[config.mk]
export PLATFORM = sky130hd
export DESIGN_NAME = alu_issue_unit
export DESIGN_NICKNAME = d
export VERILOG_FILES = /design/src/rtl/alu_issue_unit.sv
export SDC_FILE = /design/constraint.sdc
export NUM_CORES = 2
export LEC_CHECK = 0
export CAP_MARGIN = 10
export CORE_UTILIZATION = 49
export CTS_CLUSTER_DIAMETER = 40
export DETAILED_ROUTE_END_ITERATION = 8
export PLACE_DENSITY = 0.73
export SETUP_SLACK_MARGIN = 0.5
export SLEW_MARGIN = 5
export SYNTH_ARGS = -nofsm -noshare
export SYNTH_HDL_FRONTEND = slang
export SYNTH_SLANG_ARGS = --single-unit
[constraint.sdc]
create_clock -name clk -period 2.8 [get_ports clk]
set_input_delay 0.56 -clock clk [delete_from_list [all_inputs] [get_ports clk]]
set_output_delay 0.56 -clock clk [all_outputs]
set_load 0.03 [all_outputs]
[src/rtl/alu_issue_unit.sv]
// alu_issue_unit: accepts RV32I ALU instructions, reads operands from a 32-entry
// register file, drives an external combinational ALU and writes its result back.
// Optional feature macro: ALU_ISSUE_IMM_EN (decode I-type opcode 19).
`timescale 1ns/1ps
module alu_issue_unit #(
  parameter int unsigned DW = 32
) (
  input  logic          clk,
  input  logic          rst,
  input  logic          instr_valid_i,
  output logic          instr_ready_o,
  input  logic [31:0]   instr_i,
  output logic [6:0]    opcode_o,
  output logic [2:0]    func3_o,
  output logic          func7_5_o,
  output logic [DW-1:0] alu_operand_1_o,
  output logic [DW-1:0] alu_operand_2_o,
  input  logic [DW-1:0] alu_result_i,
  output logic          rd_we_o,
  output logic [4:0]    rd_addr_o,
  output logic [DW-1:0] rd_data_o,
  output logic          done_o,
  output logic          illegal_o,
  input  logic [4:0]    dbg_addr_i,
  output logic [DW-1:0] dbg_data_o
);

  localparam int unsigned NREGS = 32;
  localparam logic [6:0]  OP_R  = 7'd51;
`ifdef ALU_ISSUE_IMM_EN
  localparam logic [6:0]  OP_I  = 7'd19;
`endif

  typedef enum logic [1:0] {IDLE, EXEC, WB} state_t;

  state_t        state_q, state_d;
  logic [31:0]   instr_q, instr_d;
  logic [DW-1:0] result_q, result_d;
  logic          legal_q, legal_d;
  logic          ready_q, ready_d;
  logic          done_q, done_d;
  logic          illegal_q, illegal_d;
  logic          rd_we_q, rd_we_d;
  logic [4:0]    rd_addr_q, rd_addr_d;
  logic [DW-1:0] rd_data_q, rd_data_d;
  logic [DW-1:0] rf_q [NREGS];

  logic [4:0]    rs1, rs2, rd;
  logic [2:0]    f3;
  logic [DW-1:0] rs1_val, rs2_val;
  logic          dec_legal;
  logic          wb_we;
  logic          unused_instr_bits;

  assign rs1 = instr_q[19:15];
  assign rs2 = instr_q[24:20];
  assign rd  = instr_q[11:7];
  assign f3  = instr_q[14:12];
  assign unused_instr_bits = ^{instr_q[31], instr_q[29:25]};

  // Register file reads with x0 hardwired to zero
  assign rs1_val    = (rs1 == 5'd0) ? '0 : rf_q[rs1];
  assign rs2_val    = (rs2 == 5'd0) ? '0 : rf_q[rs2];
  assign dbg_data_o = (dbg_addr_i == 5'd0) ? '0 : rf_q[dbg_addr_i];

  assign wb_we = (state_q == WB) && legal_q && (rd != 5'd0);

  // Decode the held instruction onto the ALU bus during EXEC only; zero otherwise
  always_comb begin
    opcode_o        = '0;
    func3_o         = '0;
    func7_5_o       = 1'b0;
    alu_operand_1_o = '0;
    alu_operand_2_o = '0;
    dec_legal       = 1'b0;
    if (state_q == EXEC) begin
      case (instr_q[6:0])
        OP_R: begin
          dec_legal       = 1'b1;
          opcode_o        = OP_R;
          func3_o         = f3;
          func7_5_o       = instr_q[30];
          alu_operand_1_o = rs1_val;
          alu_operand_2_o = rs2_val;
        end
`ifdef ALU_ISSUE_IMM_EN
        OP_I: begin
          // The ALU only understands R-type, so immediates are presented as op2
          dec_legal       = 1'b1;
          opcode_o        = OP_R;
          func3_o         = f3;
          alu_operand_1_o = rs1_val;
          if (f3 == 3'b001 || f3 == 3'b101) begin
            alu_operand_2_o = DW'(instr_q[24:20]);
            func7_5_o       = (f3 == 3'b101) ? instr_q[30] : 1'b0;
          end else begin
            alu_operand_2_o = DW'($signed(instr_q[31:20]));
            func7_5_o       = 1'b0;
          end
        end
`endif
        default: ;
      endcase
    end
  end

  // Next-state and registered-output logic for IDLE -> EXEC -> WB
  always_comb begin
    state_d   = state_q;
    instr_d   = instr_q;
    result_d  = result_q;
    legal_d   = legal_q;
    done_d    = 1'b0;
    illegal_d = 1'b0;
    rd_we_d   = 1'b0;
    rd_addr_d = '0;
    rd_data_d = '0;
    case (state_q)
      IDLE: begin
        if (instr_valid_i && ready_q) begin
          instr_d = instr_i;
          state_d = EXEC;
        end
      end
      EXEC: begin
        result_d = alu_result_i;
        legal_d  = dec_legal;
        state_d  = WB;
      end
      WB: begin
        done_d    = 1'b1;
        illegal_d = ~legal_q;
        rd_we_d   = wb_we;
        rd_addr_d = wb_we ? rd : 5'd0;
        rd_data_d = wb_we ? result_q : '0;
        state_d   = IDLE;
      end
      default: state_d = IDLE;
    endcase
    ready_d = (state_d == IDLE);
  end

  // State, output and register-file flops; reset clears everything
  always_ff @(posedge clk) begin
    if (rst) begin
      state_q   <= IDLE;
      instr_q   <= '0;
      result_q  <= '0;
      legal_q   <= 1'b0;
      ready_q   <= 1'b1;
      done_q    <= 1'b0;
      illegal_q <= 1'b0;
      rd_we_q   <= 1'b0;
      rd_addr_q <= '0;
      rd_data_q <= '0;
      for (int i = 0; i < NREGS; i++) rf_q[i] <= '0;
    end else begin
      state_q   <= state_d;
      instr_q   <= instr_d;
      result_q  <= result_d;
      legal_q   <= legal_d;
      ready_q   <= ready_d;
      done_q    <= done_d;
      illegal_q <= illegal_d;
      rd_we_q   <= rd_we_d;
      rd_addr_q <= rd_addr_d;
      rd_data_q <= rd_data_d;
      if (wb_we) rf_q[rd] <= result_q;
    end
  end

  assign instr_ready_o = ready_q;
  assign done_o        = done_q;
  assign illegal_o     = illegal_q;
  assign rd_we_o       = rd_we_q;
  assign rd_addr_o     = rd_addr_q;
  assign rd_data_o     = rd_data_q;

endmodule

## Yosys cells after proc, flatten, opt, wreduce, memory -nomap -nowiden

Memory sizes are Yosys's and may differ from the RTL's. A register that Yosys moved wholly into a read port is not among the register bits.
Index checks and enable logic that the tools add are counted.

- Register bits after elaboration: 107
- Bits in writable memories: 1024
- Word-level logic and storage cells: 59
- Memories: 1

Memory list:

| memory | words | bits a word | rd ports | clocked after Yosys merged registers in | write ports | line | source |
|---|---|---|---|---|---|---|---|
| rf_q | 32 | 32 | 3 | 2 | 32 | 46 | `logic [DW-1:0] rf_q [NREGS];` |

- Equal/unequal tests: 3
- Mux-type cells: 29
- Bitwise operators: 3
- Reduce and logical (&&, ||, !) cells: 13

Operator list:

| operator | number |
|---|---|
| $mux 32 | 8 |
| $reduce_or 32->1 | 1 |
| $mux 5 | 5 |
| $logic_not 5->1 | 3 |
| $mux 6 | 2 |
| $mux 1 | 10 |
| $eq 7x6->1 const B | 1 |
| $mux 3 | 2 |
| $reduce_bool 5->1 | 1 |
| $logic_not 2->1 | 2 |
| $pmux 2 s2 | 1 |
| $logic_and 1x1->1 | 3 |
| $not 1->1 | 3 |
| $reduce_or 3->1 | 1 |
| $eq 2x1->1 const B | 1 |
| $eq 2x2->1 const B | 1 |
| $mux 2 | 1 |
| $reduce_and 2->1 | 1 |
| $reduce_or 2->1 | 1 |

## Longest topological paths before layout

- Depth after elaboration: 8
- Depth in mapped cells: 7
- Depth with buffers taken out: 4

## Least setup slack after synthesis

Ideal clock, no wire load.

- Path type: in2out
- Start: input port dbg_addr_i[1]
- End: output port dbg_data_o[29]
- Arrival: 2460 ps
- Path slack: -220 ps
- Stages: 7
- Path through: buf_4 > buf_6 > nor2b_1 > clkbuf_1 > a221oi_1 > o21ai_0 > a311oi_1

- Cells in the longest elaborated chain, start to end: 2
- Elaborated cells between the ends (all ways): 3

RTL lines:

| item | line | source |
|---|---|---|
| start, declared | 24 | `input logic [4:0] dbg_addr_i,` |
| $mem_v2 32x32 / $logic_not 5->1 (equally long branches) | -- |  |
| $mux 32 (*) | 64 | `assign dbg_data_o = (dbg_addr_i == 5'd0) ? '0 : rf_q[dbg_addr_i];` |
| end, declared | 25 | `output logic [DW-1:0] dbg_data_o` |

Every way passes the cells marked *; elsewhere a longest branch is shown, timed or not.

==> flow_summary.ini <==
[sta]
whs_ns = 0.1512
final_hold_viol_count = 0
tightest_slew_ns = 1.305
setup-tns-final_ns = -58.95
finalWorstPathRequiredPeriod_ns = 3.653
setup_ws_ns = -0.8528
rsz0062_at_grt = yes
relSlewSlack_pct = 12.85
finalSetupViolCount = 96
finClkSkew_ns = 0.03563
maxSlewViolCount = 0
fin_crit_sh_pct = 130.5
clock.fmax_mhz = 273.8

[floorplanning]
start_util_pct = 49.50
dieArea_sq_um = 134600
row_count = 133
coreArea_sq_um = 131800
die_x_microns = 366.9
die_y_microns = 366.9
ios = 220

[setup_path]
cpMaxStageDelayCell = mux4_2
reg2reg_depth = 8
start_kind = register
critPathArrivalTime_ns = 3.09
crit_fanout = 11
cp-end-kind = output port
crit_type = reg -> out
cpPeakStageDelay_ns = 0.50
cp_cell_sequence = buf_12 -> buf_16 -> buf_8 -> mux4_2 -> a22oi_1 -> nand2_2 -> a22o_4 -> buf_4
required_ns = 2.24

[worst_hold_path]
holdPathStages = 3
hp-class = in -> reg

[outcome]
violations = setup timing
status = complete, but fails checks

[yosys]
synthCells = 4484
avgSynthCellArea_sq_um = 14.55
async_flop_share_pct = 0
syn_area_sq_um = 65240
synth.largest_area_cell = edfxtp_1
netlist-cell-type-count = 42
yosys-top-cells-area = edfxtp_1, mux4_2, and2_1, dfxtp_1, a22oi_1
ys_seq_area_share_pct = 50.57
ys.flop_type = edfxtp_1
synth_seq_cells = 1136
synth_edf_count = 1024
netlist.area_leader.share_pct = 47.14
yosys_warnings = 0

[route]
routed_wl_microns = 264100
dr.pass1.iters = 8
vias = 50337
routed_via_density = 7.286
routedWlPerCell_microns = 38.22
drt_first_iter_violations = 9276
drtAntennaViolNets = 0
drc = 0

[clocking]
holdBufCountCts = 0
path_clk_slew_ns = 0.06
cts.sinks = 1136
clock_latency_ns = 0.81
cts_tree = yes
h-tree-depth = 4
cts-buffers-inserted = 160
clockBufferDepth = 3
cts_root_buf = clkbuf_16

[run]
maxCapViolCount = 0

[pwr]
p_per_area_nw_per_um2 = 575.6
leakage_nw = 30.70
vdd_drop_max_uv = 534.4

[global_routing]
grt_usage_pct = 38.87
grt_start_max_net_pins = 103
antenna_found_initial = 19
grt_pass1_wl_microns = 366600
grt_pass1_vias = 49509
overflow = 0

[placement]
io_buffers = 210
placed_cell_area_sq_um = 75930
routabilityCongestion = 0.9534
hpwlAfterDp_microns = 162000

[cells_and_area]
syn_to_final_growth_pct = 30.89
fillers = 8819
utilization_pct = 64.79
nets = 5076
drive_gt1_share_pct = 44.82
design_area_sq_um = 85390
[flip-flops by register name, indices dropped and copies added (netlist names), named ones only]
signal,flops
rf_q,1024
rd_data_o,32
result_q,32
instr_q,26
rd_addr_o,5
state_q,2
done_o,1
illegal_o,1
instr_ready_o,1
legal_q,1
rd_we_o,1
[cells in the final DEF, fill, tap and decap left out, drive strengths merged, types with 59 or more instances in the layout]
cell type	count
dfxtp	112
mux2i	64
buf	724
a22o	64
and2	1031
edfxtp	1024
a22oi	288
a21oi	59
nand2	264
mux4	736
clkdlybuf4s50	59
clkbuf	186
[layout make-up]
cell class	instances	area, sq um	share of cell area (%)
tap	1755	2196	2.572
clock inverter	119	1390	1.628
timing repair buffer	833	11000	12.88
clock buffer	180	4215	4.937
sequential	1136	33010	38.66
multi-input combinational	2871	33530	39.27
antenna	13	32.53	0.03810
inverter	2	13.76	0.01612
[metrics by stage]
step,instances,total power [mW],setup WS [ns]
finish,6909,49.15,-0.8528
floorplan,4518,24.03,0.2684
global placement,6475,26.87,-0.3428
detailed placement,6475,27.01,-0.3906
CTS,6853,48.64,-0.8433
global route,6897,49.98,-0.9076
[logic make-up (layout without fill, tap and decap cells)]
kind of cell	after synthesis	after routing	synth area share, %
mux	832	832	26.94
flops	1136	1136	50.57
simple gates	1441	1441	12.72
buf+inv	511	1134	3.466
compound gates	563	563	6.291
other cells	1	48	0.005748
[final timing paths]
path / slack [ns] / end / start
setup reg to reg: 0.54 / rf_q[30][22] / state_q[0]
hold / removal: 0.15 / done_o / rst
hold reg to reg: 0.45 / instr_q[6] / instr_q[6]
setup / recovery: -0.85 / alu_operand_1_o[8] / register
[what timing repair did]
action,in CTS,in global routing
cloned,20,6
resized for setup,460,155
setup buffers,59,37
pin swaps,119,90
setup endpoints to repair,145,293
[where the power goes]
group / switching [mW] / internal, mW / total, mW
clock network: 8.34 / 12.9 / 21.2
registers: 0.657 / 19.0 / 19.7
logic: 4.27 / 3.95 / 8.22
[layer usage]
layer	up-vias	routed length, microns	GRT usage, %
li1	18735	-	-
met1	24949	83900	48.21
met2	5409	112800	55.86
met3	1242	47230	16.55
met4	2	20090	24.86
met5	-	9	0
[critical path, delay by kind of cell (launching register included)]
| family | cells | cell delay, ns |
|---|---|---|
| flip-flops | 1 | 0.38 |
| AO/OA/AOI/OAI | 2 | 0.51 |
| buffers and inverters | 4 | 0.72 |
| multiplexers | 1 | 0.50 |
| AND/OR/NAND/NOR | 1 | 0.14 |
[cells in the mapped netlist, drive strengths merged (40+ instances only)]
cell type,n
nor2b,40
buf,160
clkbuf,349
mux4,736
a22oi,288
o21ai,55
and2,1031
dfxtp,112
nor2,44
nand2,264
a21oi,59
mux2i,64
edfxtp,1024
a22o,64
Power figures use the tool's default switching activity.
